`src/rtl/qlab5_nios2_qsys_0_oci_dct_packer.sv`:
```
// Packs a stream of 2-bit data-trace codes into 30-bit frames of up to 15 codes
// and hands each frame downstream with its code count over valid/ready.
module qlab5_nios2_qsys_0_oci_dct_packer (
  input  logic        clk,
  input  logic        reset,
  input  logic        code_valid,
  input  logic [1:0]  code,
  output logic        code_ready,
  input  logic        flush,
  output logic [29:0] dct_buffer,
  output logic [3:0]  dct_count,
  output logic        frame_valid,
  input  logic        frame_ready,
  output logic        idle
);

  logic [29:0] acc_buf;
  logic [3:0]  acc_cnt;
  logic        flush_pend;
  logic        flush_pend_n;
  logic        slot_free;
  logic        acc_full;
  logic        accept;
  logic        xfer;

  assign slot_free  = !frame_valid || frame_ready;
  assign acc_full   = (acc_cnt == 4'd15);
  assign code_ready = !acc_full || slot_free;
  assign accept     = code_valid && code_ready;
  assign xfer       = slot_free && (acc_full || (flush_pend && (acc_cnt != 4'd0)));
  assign idle       = (acc_cnt == 4'd0) && !frame_valid && !flush_pend;

  // A new flush request wins over the clear, so a code accepted alongside it
  // is still flushed even when the previous frame leaves on the same edge.
  always_comb begin
    flush_pend_n = flush_pend;
    if (xfer || ((acc_cnt == 4'd0) && !accept))
      flush_pend_n = 1'b0;
    if (flush)
      flush_pend_n = 1'b1;
  end

  // Stage 0: accumulator
  always_ff @(posedge clk or posedge reset) begin
    if (reset) begin
      acc_buf    <= '0;
      acc_cnt    <= '0;
      flush_pend <= 1'b0;
    end else begin
      flush_pend <= flush_pend_n;
      if (xfer) begin
        acc_buf <= accept ? {28'b0, code} : 30'b0;
        acc_cnt <= accept ? 4'd1 : 4'd0;
      end else if (accept) begin
        acc_buf <= {acc_buf[27:0], code};
        acc_cnt <= acc_cnt + 4'd1;
      end
    end
  end

  // Stage 1: output holding register
  always_ff @(posedge clk or posedge reset) begin
    if (reset) begin
      dct_buffer  <= '0;
      dct_count   <= '0;
      frame_valid <= 1'b0;
    end else if (xfer) begin
      dct_buffer  <= acc_buf;
      dct_count   <= acc_cnt;
      frame_valid <= 1'b1;
    end else if (frame_ready) begin
      frame_valid <= 1'b0;
    end
  end

endmodule
```
`config.mk`:
```
export PLATFORM = sky130hd
export DESIGN_NAME = qlab5_nios2_qsys_0_oci_dct_packer
export DESIGN_NICKNAME = d
export VERILOG_FILES = /design/src/rtl/qlab5_nios2_qsys_0_oci_dct_packer.sv
export SDC_FILE = /design/constraint.sdc
export NUM_CORES = 1
export LEC_CHECK = 0
export ABC_AREA = 1
export CORE_MARGIN = 2
export CORE_UTILIZATION = 48
export DETAILED_ROUTE_END_ITERATION = 16
export GPL_TIMING_DRIVEN = 0
export MAX_ROUTING_LAYER = met4
export PLACE_DENSITY = 0.75
export SYNTH_ARGS = -nofsm -noshare
export SYNTH_HDL_FRONTEND = slang
export SYNTH_SLANG_ARGS = --single-unit
export TNS_END_PERCENT = 30
```
`constraint.sdc`:
```
create_clock -name clk -period 2.1 [get_ports clk]
set_input_delay 0.315 -clock clk [delete_from_list [all_inputs] [get_ports clk]]
set_output_delay 0.315 -clock clk [all_outputs]
set_load 0.02 [all_outputs]
```
==> results of run 1 <==
[power groups by stage]
stage	registers (mW)	logic, mW	clock network, mW
CTS	1.66	1.53	0.892
global route	1.69	1.67	0.964
global placement	1.68	1.51	0
floorplan	1.81	0.894	0
detailed placement	1.69	1.52	0
finish	1.66	1.51	0.885
[state kept, by name (all words and copies together), names as in the netlist]
name / flops
flush_pend: 1
dct_buffer: 30
dct_count: 4
acc_cnt: 4
acc_buf: 30
frame_valid: 1
[cells by family after synthesis]
kind of cell,after synthesis
AOI/OAI and AO/OA,67
adders and majority gates,2
buffers and inverters,57
DFF,70
and+or+nand+nor,94
[placed cells by master, fill, tap and decap left out, types with 4 or more instances in the layout]
cell | netlist | routed
buf_4 | 4 | 4
buf_2 | 7 | 7
o21ai_1 | 65 | 65
nor2_1 | 7 | 7
nand3_1 | 31 | 31
nand2_1 | 51 | 51
inv_1 | 39 | 38
clkdlybuf4s50_1 | 0 | 41
dfrtp_1 | 70 | 70
clkbuf_8 | 0 | 9
clkbuf_1 | 1 | 5
buf_6 | 5 | 5
[area by class of cell]
cell class	count	area (sq um)
fillers	480	2110
flip-flops and latches	70	1750
multi-input cells	163	764
repair buffers	43	428
inverters	40	153
clock buffers	13	139
plain buffers	17	125
well taps	72	90.1
clock inverters	2	10.0
[worst max-delay path: stages, from the launching register on]
cell and delay, ns:
dfrtp_1 0.43, inv_1 0.10, ha_1 0.16, nand2_1 0.09
nor3_1 0.13, dlygate4sd2_1 0.35
[synth_stat cells, drive strengths merged]
| cell type | number |
|---|---|
| dfrtp | 70 |
| ha | 2 |
| clkbuf | 1 |
| nand2 | 53 |
| o21bai | 1 |
| nor3 | 2 |
| nand3 | 31 |
| inv | 40 |
| o21ai | 66 |
| nor2 | 8 |
| buf | 16 |
[worst paths after layout]
path                                            start                    endpoint  slack (ns)  cells past startpoint
setup / recovery               acc_cnt[0]$_DFFE_PP0P_                        idle        0.20                      5
hold / removal                                  reset  dct_buffer[10]$_DFFE_PP0P_        0.49                      2
setup reg to reg               acc_cnt[0]$_DFFE_PP0P_  dct_buffer[15]$_DFFE_PP0P_        0.42                      8
hold reg to reg            dct_buffer[29]$_DFFE_PP0P_  dct_buffer[29]$_DFFE_PP0P_        0.49                      2
max in group asynchronous                       reset    dct_count[2]$_DFFE_PP0P_        1.06                      2
min in group clk           dct_buffer[29]$_DFFE_PP0P_  dct_buffer[29]$_DFFE_PP0P_        0.49                      2
[repair_timing]
action	in CTS	in global routing
hold buffers	0	0
gates resized for setup	2	0
setup endpoints to repair	2	0
[metrics by stage]
step	std cells	hold WS [ns]	TNS [ns]	power, mW
2_1_floorplan	290	0.429	0	2.70
3_3_place_gp	405	0.460	-75.10	3.19
3_5_place_dp	405	0.470	0	3.21
4_1_cts	420	0.488	0	4.09
5_1_grt	420	0.513	0	4.33
6_report	420	0.486	0	4.06
[routing by layer]
layer / vias to the layer above / global-route usage / share of wire
met1: 1006 / 0.265 / 0.47
met5: - / - / 0
met2: 45 / 0.291 / 0.47
li1: 1042 / - / -
met4: 0 / 0.0864 / 0.020
met3: 12 / 0.0371 / 0.035
==> results.cfg, run 1 <==
[status]
run_status = finished, final reports clean

[sta]
timing.final.setup_violations = 0
hold_violations = 0
rsz_0062_raised_after_global_routing = false
final-max-slew-violation-count = 0
min_period_over_period = 0.907
worst-slew-pin-transition_ns = 0.817
maxSlewHeadroom = 0.456
post-route-min-period_ns = 1.90
max_clock_freq_mhz = 525
finalClockSkew_ns = 0.00588
final_critical_path_setup_slack_ns = 0.195

[yosys]
synth_nets = 299
synth-simple-area-share = 0.144
post_synth_inst_count = 290
post_synth_instance_area_sq_mm = 0.00279
synthAdderAreaFrac = 0.00896
yosysTopAreaCell = dfrtp_1
synthMuxAreaShare = 0
syn_avg_cell_area_sq_um = 9.63
ys_top_cells_by_area = dfrtp_1 63%, o21ai_1 12%, nand2_1 6.9%, nand3_1 5.6%, inv_1 5.2%
synth.yosys.seq_area_share = 0.628
synth_cell_types = 17
yosysTopAreaCellShare = 0.628
combinational_family_with_the_most_area_after_synthesis = simple AND/OR/NAND/NOR gates
synth-compound-area-share = 0.121
synthXorXnorAreaFrac = 0
ys_ff_latch = 70
synth-warning-count = 0

[pwr]
seq_power_share = 0.410
power_report.internal_total_mw = 2.55
irDropWorstVdd_mv = 0.703
power_leakage_nw = 1.54
power.combinational.fraction = 0.372
power_dens_cells_mw_per_mm2 = 1170
power.net_switching_mw = 1.51
switching_share = 0.373
clock_power_share = 0.218

[clock_network]
htree_num_levels = 3
clock_sink_count = 70
post-cts-setup-buffers = 0
cts_tree = built
clock_insertion_delay_worst_skew_ns = 0.34
tritoncts.num_buffers = 9
cts-root-to-sink-buffers = 2
ctsRootBufferMaster = clkbuf_8
cts.clk_slew.worst_paths_ns = 0.07

[grt]
global_route_wire_length_before_repair_um = 9400
antenna_found_initial = 0
first_global_vias = 2033
grt_max_degree = 71
globalRouteOverflowTotal = 0
gr-usage-all-layers = 0.196

[placed_design]
place_hpwl_um = 3650
place_area_sq_mm = 0.00331
buffer_ports.inserted = 43
pre_cts_slack_ns = 0.248
gp_routability_congestion = 0.799

[cells_and_area]
drive_gt1_frac = 0.0920
finalNetCount = 353
final_core_utilization = 0.621
area_growth_pct = 24.0
insertedDiodeCount = 0
finish.instance_area_sq_mm = 0.00346

[floorplanning]
top_level_ports = 44
die_w_um = 80.3
die-height_um = 80.3
floorplan.die_area_sq_mm = 0.00644
start_util = 0.501
core.rowCount = 27
core_sq_mm = 0.00557

[detailed_routing]
drt_pre_antenna_iters = 5
drt-vias-per-instance = 5.01
drt_iter0_drc = 161
postRouteAntennaNets = 0
drt_wl_total_um = 5400
vias = 2105
drcViolationCount = 0
route.detailed.wl_per_inst_um = 12.9

[setup_path]
critical_path.endpoint_type = primary output
crit_type = flip-flop to primary output
startpoint_type = flip-flop
path_max_fanout = 5
cp.required_ns = 1.78
cp.arrival_ns = 1.59

[run]
max-cap-violations = 0

[worst_hold_path]
hp-class = input pin to asynchronous set/reset pin
Note: power is estimated with default switching activity, not from simulation.
==> run 2: changes to the inputs <==
--- a/config.mk
+++ b/config.mk
@@ -17,2 +17 @@
 export SYNTH_SLANG_ARGS = --single-unit
-export TNS_END_PERCENT = 30
--- a/constraint.sdc
+++ b/constraint.sdc
@@ -3,2 +3,2 @@
 set_output_delay 0.315 -clock clk [all_outputs]
-set_load 0.02 [all_outputs]
+set_load 0.05 [all_outputs]
==> run 2 against run 1 <==
  * Count of clock-buffer cells in the layout unchanged
  * Combinational power up 17%
  * Total power up 6.5%
  * Fmax up 1.8%
  * Final area down 0.22%
  * Hold slack unchanged
  * Clock skew unchanged
  * Clock power about the same
  * Non-clock buffer count unchanged
  * Die area unchanged
  * Critical path depth unchanged
  * Largest power group is now combinational cells
==> results.cfg, run 2 (synthesized netlist as in run 1, its figures left out) <==
[detailed_routing]
drt_iter0_drc = 161
drcViolationCount = 0
vias = 2106
route.detailed.wl_per_inst_um = 12.8
postRouteAntennaNets = 0
drt_wl_total_um = 5400
drt_pre_antenna_iters = 5
drt-vias-per-instance = 5.01

[clock_network]
post-cts-setup-buffers = 0
hold_buffers = 0
cts.clk_slew.worst_paths_ns = 0.07
clock_insertion_delay_worst_skew_ns = 0.34
htree_num_levels = 3
cts_tree = built
clock_sink_count = 70
cts-root-to-sink-buffers = 2
ctsRootBufferMaster = clkbuf_8
tritoncts.num_buffers = 9

[floorplanning]
die_w_um = 80.3
top_level_ports = 44
core.rowCount = 27
floorplan.die_area_sq_mm = 0.00644
core_sq_mm = 0.00557
start_util = 0.501
die-height_um = 80.3

[run]
max-cap-violations = 0

[setup_path]
crit_type = flip-flop to primary output
worst_setup_path_endpoint = idle
depth_of_the_worst_register_to_register_path = 8
regToRegStartpoint = acc_cnt[0]$_DFFE_PP0P_
critical_path.endpoint_type = primary output
path_max_fanout = 5
worstSetupStartpoint = acc_cnt[0]$_DFFE_PP0P_
timing.rr.end = dct_buffer[15]$_DFFE_PP0P_
cp.required_ns = 1.78
startpoint_type = flip-flop
cp.arrival_ns = 1.56
reg2reg_setup_slack_ns = 0.42

[pwr]
power_leakage_nw = 1.54
power_dens_cells_mw_per_mm2 = 1250
irDropWorstVdd_mv = 0.803
design_power_mw = 4.32

[sta]
worst_hold_slack_ns = 0.486
fin_setup_tns_ns = 0
worst-slew-pin-transition_ns = 0.817
hold_violations = 0
post-route-min-period_ns = 1.87
finalClockSkew_ns = 0.00588
min_period_over_period = 0.891
final_critical_path_setup_slack_ns = 0.229
timing.final.setup_violations = 0
final-max-slew-violation-count = 0
rsz_0062_raised_after_global_routing = false
maxSlewHeadroom = 0.456
max_clock_freq_mhz = 535

[cells_and_area]
area_growth_pct = 23.7
final_common_cell = dfrtp_1
insertedDiodeCount = 0
reg_top3 = acc_buf x30, dct_buffer x30
finalNetCount = 353
final.fill_count = 481
final_core_utilization = 0.620
finish.instance_area_sq_mm = 0.00345
mostFrequentLayoutCells = 70 x dfrtp_1, 65 x o21ai_1, 51 x nand2_1
cell_count_final_fillers_out = 420
drive_gt1_frac = 0.0977

[grt]
antenna_found_initial = 0
globalRouteOverflowTotal = 0
gr-usage-all-layers = 0.196
grt_max_degree = 71
global_route_wire_length_before_repair_um = 9400
first_global_vias = 2033

[status]
run_status = finished, final reports clean

[worst_hold_path]
hp-class = input pin to asynchronous set/reset pin

[placed_design]
place_area_sq_mm = 0.00331
gp_routability_congestion = 0.799
place.detailed.instances = 405
pre_cts_slack_ns = 0.0485
place_hpwl_um = 3650
buffer_ports.inserted = 43
## run 2: worst min-delay path by stage
stage,startpoint,end,slack (ns),cells after the start
after floorplan,flush,flush_pend$_DFFE_PP0P_,0.43,1
after global placement,dct_buffer[29]$_DFFE_PP0P_,dct_buffer[29]$_DFFE_PP0P_,0.46,2
after detailed placement,dct_buffer[29]$_DFFE_PP0P_,dct_buffer[29]$_DFFE_PP0P_,0.47,2
after CTS,dct_buffer[29]$_DFFE_PP0P_,dct_buffer[29]$_DFFE_PP0P_,0.49,2
after global routing,dct_buffer[19]$_DFFE_PP0P_,dct_buffer[19]$_DFFE_PP0P_,0.51,2
final,reset,dct_buffer[10]$_DFFE_PP0P_,0.49,2
## run 2: layout make-up
type	instances	area, sq um	area share
buffer	17	125	0.0362
clock buffer	13	139	0.0402
clock inverter	2	10.0	0.00290
inverter	40	153	0.0442
multi-input combinational	163	764	0.221
sequential	70	1750	0.507
tap	72	90.1	0.0261
timing repair buffer	43	420	0.122
## run 2: power breakdown
part	leakage [nW]	total, mW	internal [mW]	switching [mW]
combinational	0.508	1.77	0.576	1.20
clock	0.0773	0.885	0.420	0.465
sequential	0.954	1.66	1.55	0.118
## run 2: timing repair
| item | in CTS | in global routing |
|---|---|---|
| endpoints found under the setup margin | 2 | 2 |
| pin swaps | 0 | 0 |
| gates resized for setup | 3 | 4 |
## run 2: routing by layer
metal	routed length, um	track usage
met2	2560	0.291
met4	106	0.0864
met3	189	0.0371
met1	2540	0.265
met5	0	-
## run 2: critical path: stages (launching register included)
cell	delay, ns
dfrtp_1	0.43
inv_1	0.10
ha_1	0.16
nand2_1	0.09
nor3_1	0.14
clkbuf_2	0.30
==> run 3: changes to the inputs <==
- CORE_UTILIZATION: 48 -> 24
- PLACE_DENSITY: 0.75 -> unset
==> run 3 against run 2 <==
  * Sequential cell count unchanged
  * Sequential share of layout area down 3.3 points
  * Clock skew about the same
  * Register-to-register slack lost 0.02 ns
  * First-iteration DRC count down 50%
  * Non-clock buffer count is the same
  * Cell count increased by 17%
  * Sequential power about the same
  * Critical path depth did not move
  * Global-route usage is 8.8 points lower
  * Hold slack better by 0.0037 ns
  * Count of clock-buffer cells in the layout unchanged
==> results.cfg, run 3 (synthesized netlist as in run 1, its figures left out) <==
[floorplanning]
floorplan.die_area_sq_mm = 0.0125
die-height_um = 112
start_util = 0.246
die_w_um = 112
top_level_ports = 44
core_sq_mm = 0.0114
core.rowCount = 39

[clock_network]
htree_num_levels = 3
clock_insertion_delay_worst_skew_ns = 0.32
post-cts-setup-buffers = 0
clock_sink_count = 70
hold_buffers = 0
cts_tree = built
ctsRootBufferMaster = clkbuf_16
tritoncts.num_buffers = 9
cts-root-to-sink-buffers = 2
cts.clk_slew.worst_paths_ns = 0.06

[setup_path]
path_max_fanout = 5
cp.arrival_ns = 1.55
cp.required_ns = 1.78
critical_path.endpoint_type = primary output
crit_type = flip-flop to primary output
startpoint_type = flip-flop

[detailed_routing]
postRouteAntennaNets = 0
drt-vias-per-instance = 4.26
vias = 2094
drcViolationCount = 0
route.detailed.wl_per_inst_um = 12.6
drt_pre_antenna_iters = 4
drt_wl_total_um = 6210
drt_iter0_drc = 81

[grt]
global_route_wire_length_before_repair_um = 10500
antenna_found_initial = 0
globalRouteOverflowTotal = 0
grt_max_degree = 71
met3_usage = 0.0321
first_global_vias = 2143
groute.layer.met2.usage = 0.158
grt_use_met1 = 0.142
gr-max-usage-layer = met2
gr-usage-all-layers = 0.108

[pwr]
power.combinational.fraction = 0.361
power_dens_cells_mw_per_mm2 = 1350
power_leakage_nw = 1.61
power.net_switching_mw = 1.89
switching_share = 0.379
irDropWorstVdd_mv = 0.582
seq_power_share = 0.335
clock_power_share = 0.304
design_power_mw = 5.00
power_report.internal_total_mw = 3.11

[cells_and_area]
multi_input_comb_area_sq_um = 764
final_core_utilization = 0.325
finalNetCount = 353
final.fill_count = 1179
drive_gt1_frac = 0.106
area.sequential_sq_mm = 0.00175
final_common_cell = dfrtp_1
insertedDiodeCount = 0
reg_top3 = acc_buf x30, dct_buffer x30
mostFrequentLayoutCells = 70 x dfrtp_1, 65 x o21ai_1, 51 x nand2_1
area_growth_pct = 32.4

[sta]
timing.final.setup_violations = 0
fin_setup_tns_ns = 0
post-route-min-period_ns = 1.86
rsz_0062_raised_after_global_routing = false
maxSlewHeadroom = 0.435
hold_violations = 0
max_clock_freq_mhz = 536
worst-slew-pin-transition_ns = 0.847
finalClockSkew_ns = 0.00603
final-max-slew-violation-count = 0
min_period_over_period = 0.888
worst_hold_slack_ns = 0.489

[status]
run_status = finished, final reports clean

[placed_design]
buffer_ports.inserted = 43
gp_routability_congestion = 0.768
place_hpwl_um = 4180

[run]
max-cap-violations = 0

[worst_hold_path]
hp-class = flip-flop to flip-flop
==> run 3: what timing repair did <==
| item | CTS | global route |
|---|---|---|
| gates cloned | 0 | 0 |
| setup endpoints to repair | 2 | 2 |
| gates resized for setup | 6 | 3 |
| endpoints found under the hold margin | 0 | 0 |
==> run 3: power groups by stage <==
stage	Sequential [mW]	Combinational, mW	Clock (mW)
final	1.68	1.81	1.52
after global routing	1.70	1.97	1.61
after CTS	1.68	1.85	1.54
after detailed placement	1.70	1.83	0
after global placement	1.69	1.81	0
after floorplan	2.06	0.903	0
==> run 3: final timing paths <==
check,start,endpoint,slack (ns),cells past startpoint
worst max-delay path,acc_cnt[0]$_DFFE_PP0P_,idle,0.24,5
worst min-delay path,dct_count[2]$_DFFE_PP0P_,dct_count[2]$_DFFE_PP0P_,0.49,2
worst max register to register,acc_cnt[0]$_DFFE_PP0P_,acc_buf[3]$_DFFE_PP0P_,0.40,9
worst min register to register,dct_count[2]$_DFFE_PP0P_,dct_count[2]$_DFFE_PP0P_,0.49,2
max in group asynchronous,reset,acc_buf[14]$_DFFE_PP0P_,1.02,2
min in group asynchronous,reset,dct_buffer[18]$_DFFE_PP0P_,0.53,2
==> run 3: critical path: stages (launching register included) <==
cell and delay, ns:
dfrtp_1 0.43, inv_1 0.10, ha_1 0.16, nand2_1 0.08, nor3_1 0.16, buf_2 0.30
==> run 3: routing by layer <==
metal | wire, um | up-vias
li1 | - | 1044
met1 | 3070 | 999
met2 | 2820 | 47
met3 | 298 | 4
met4 | 24 | 0
met5 | 0 | -
==> run 3: final cells by class <==
class	count	area share
flip-flops and latches	70	0.474
multi-input cells	163	0.207
repair buffers	43	0.114
clock buffers	13	0.0704
well taps	143	0.0484
inverters	40	0.0413
plain buffers	17	0.0339
clock inverters	3	0.0115
==> run 3: through the flow <==
stage               cell area, sq um  std cells  worst slack [ns]
finish                          3700        492             0.236
global route                    3700        492            0.0752
CTS                             3710        492            0.0242
detailed placement              3400        476           -0.0206
global placement                3400        476             -1.13
floorplan                       2790        290            0.0168
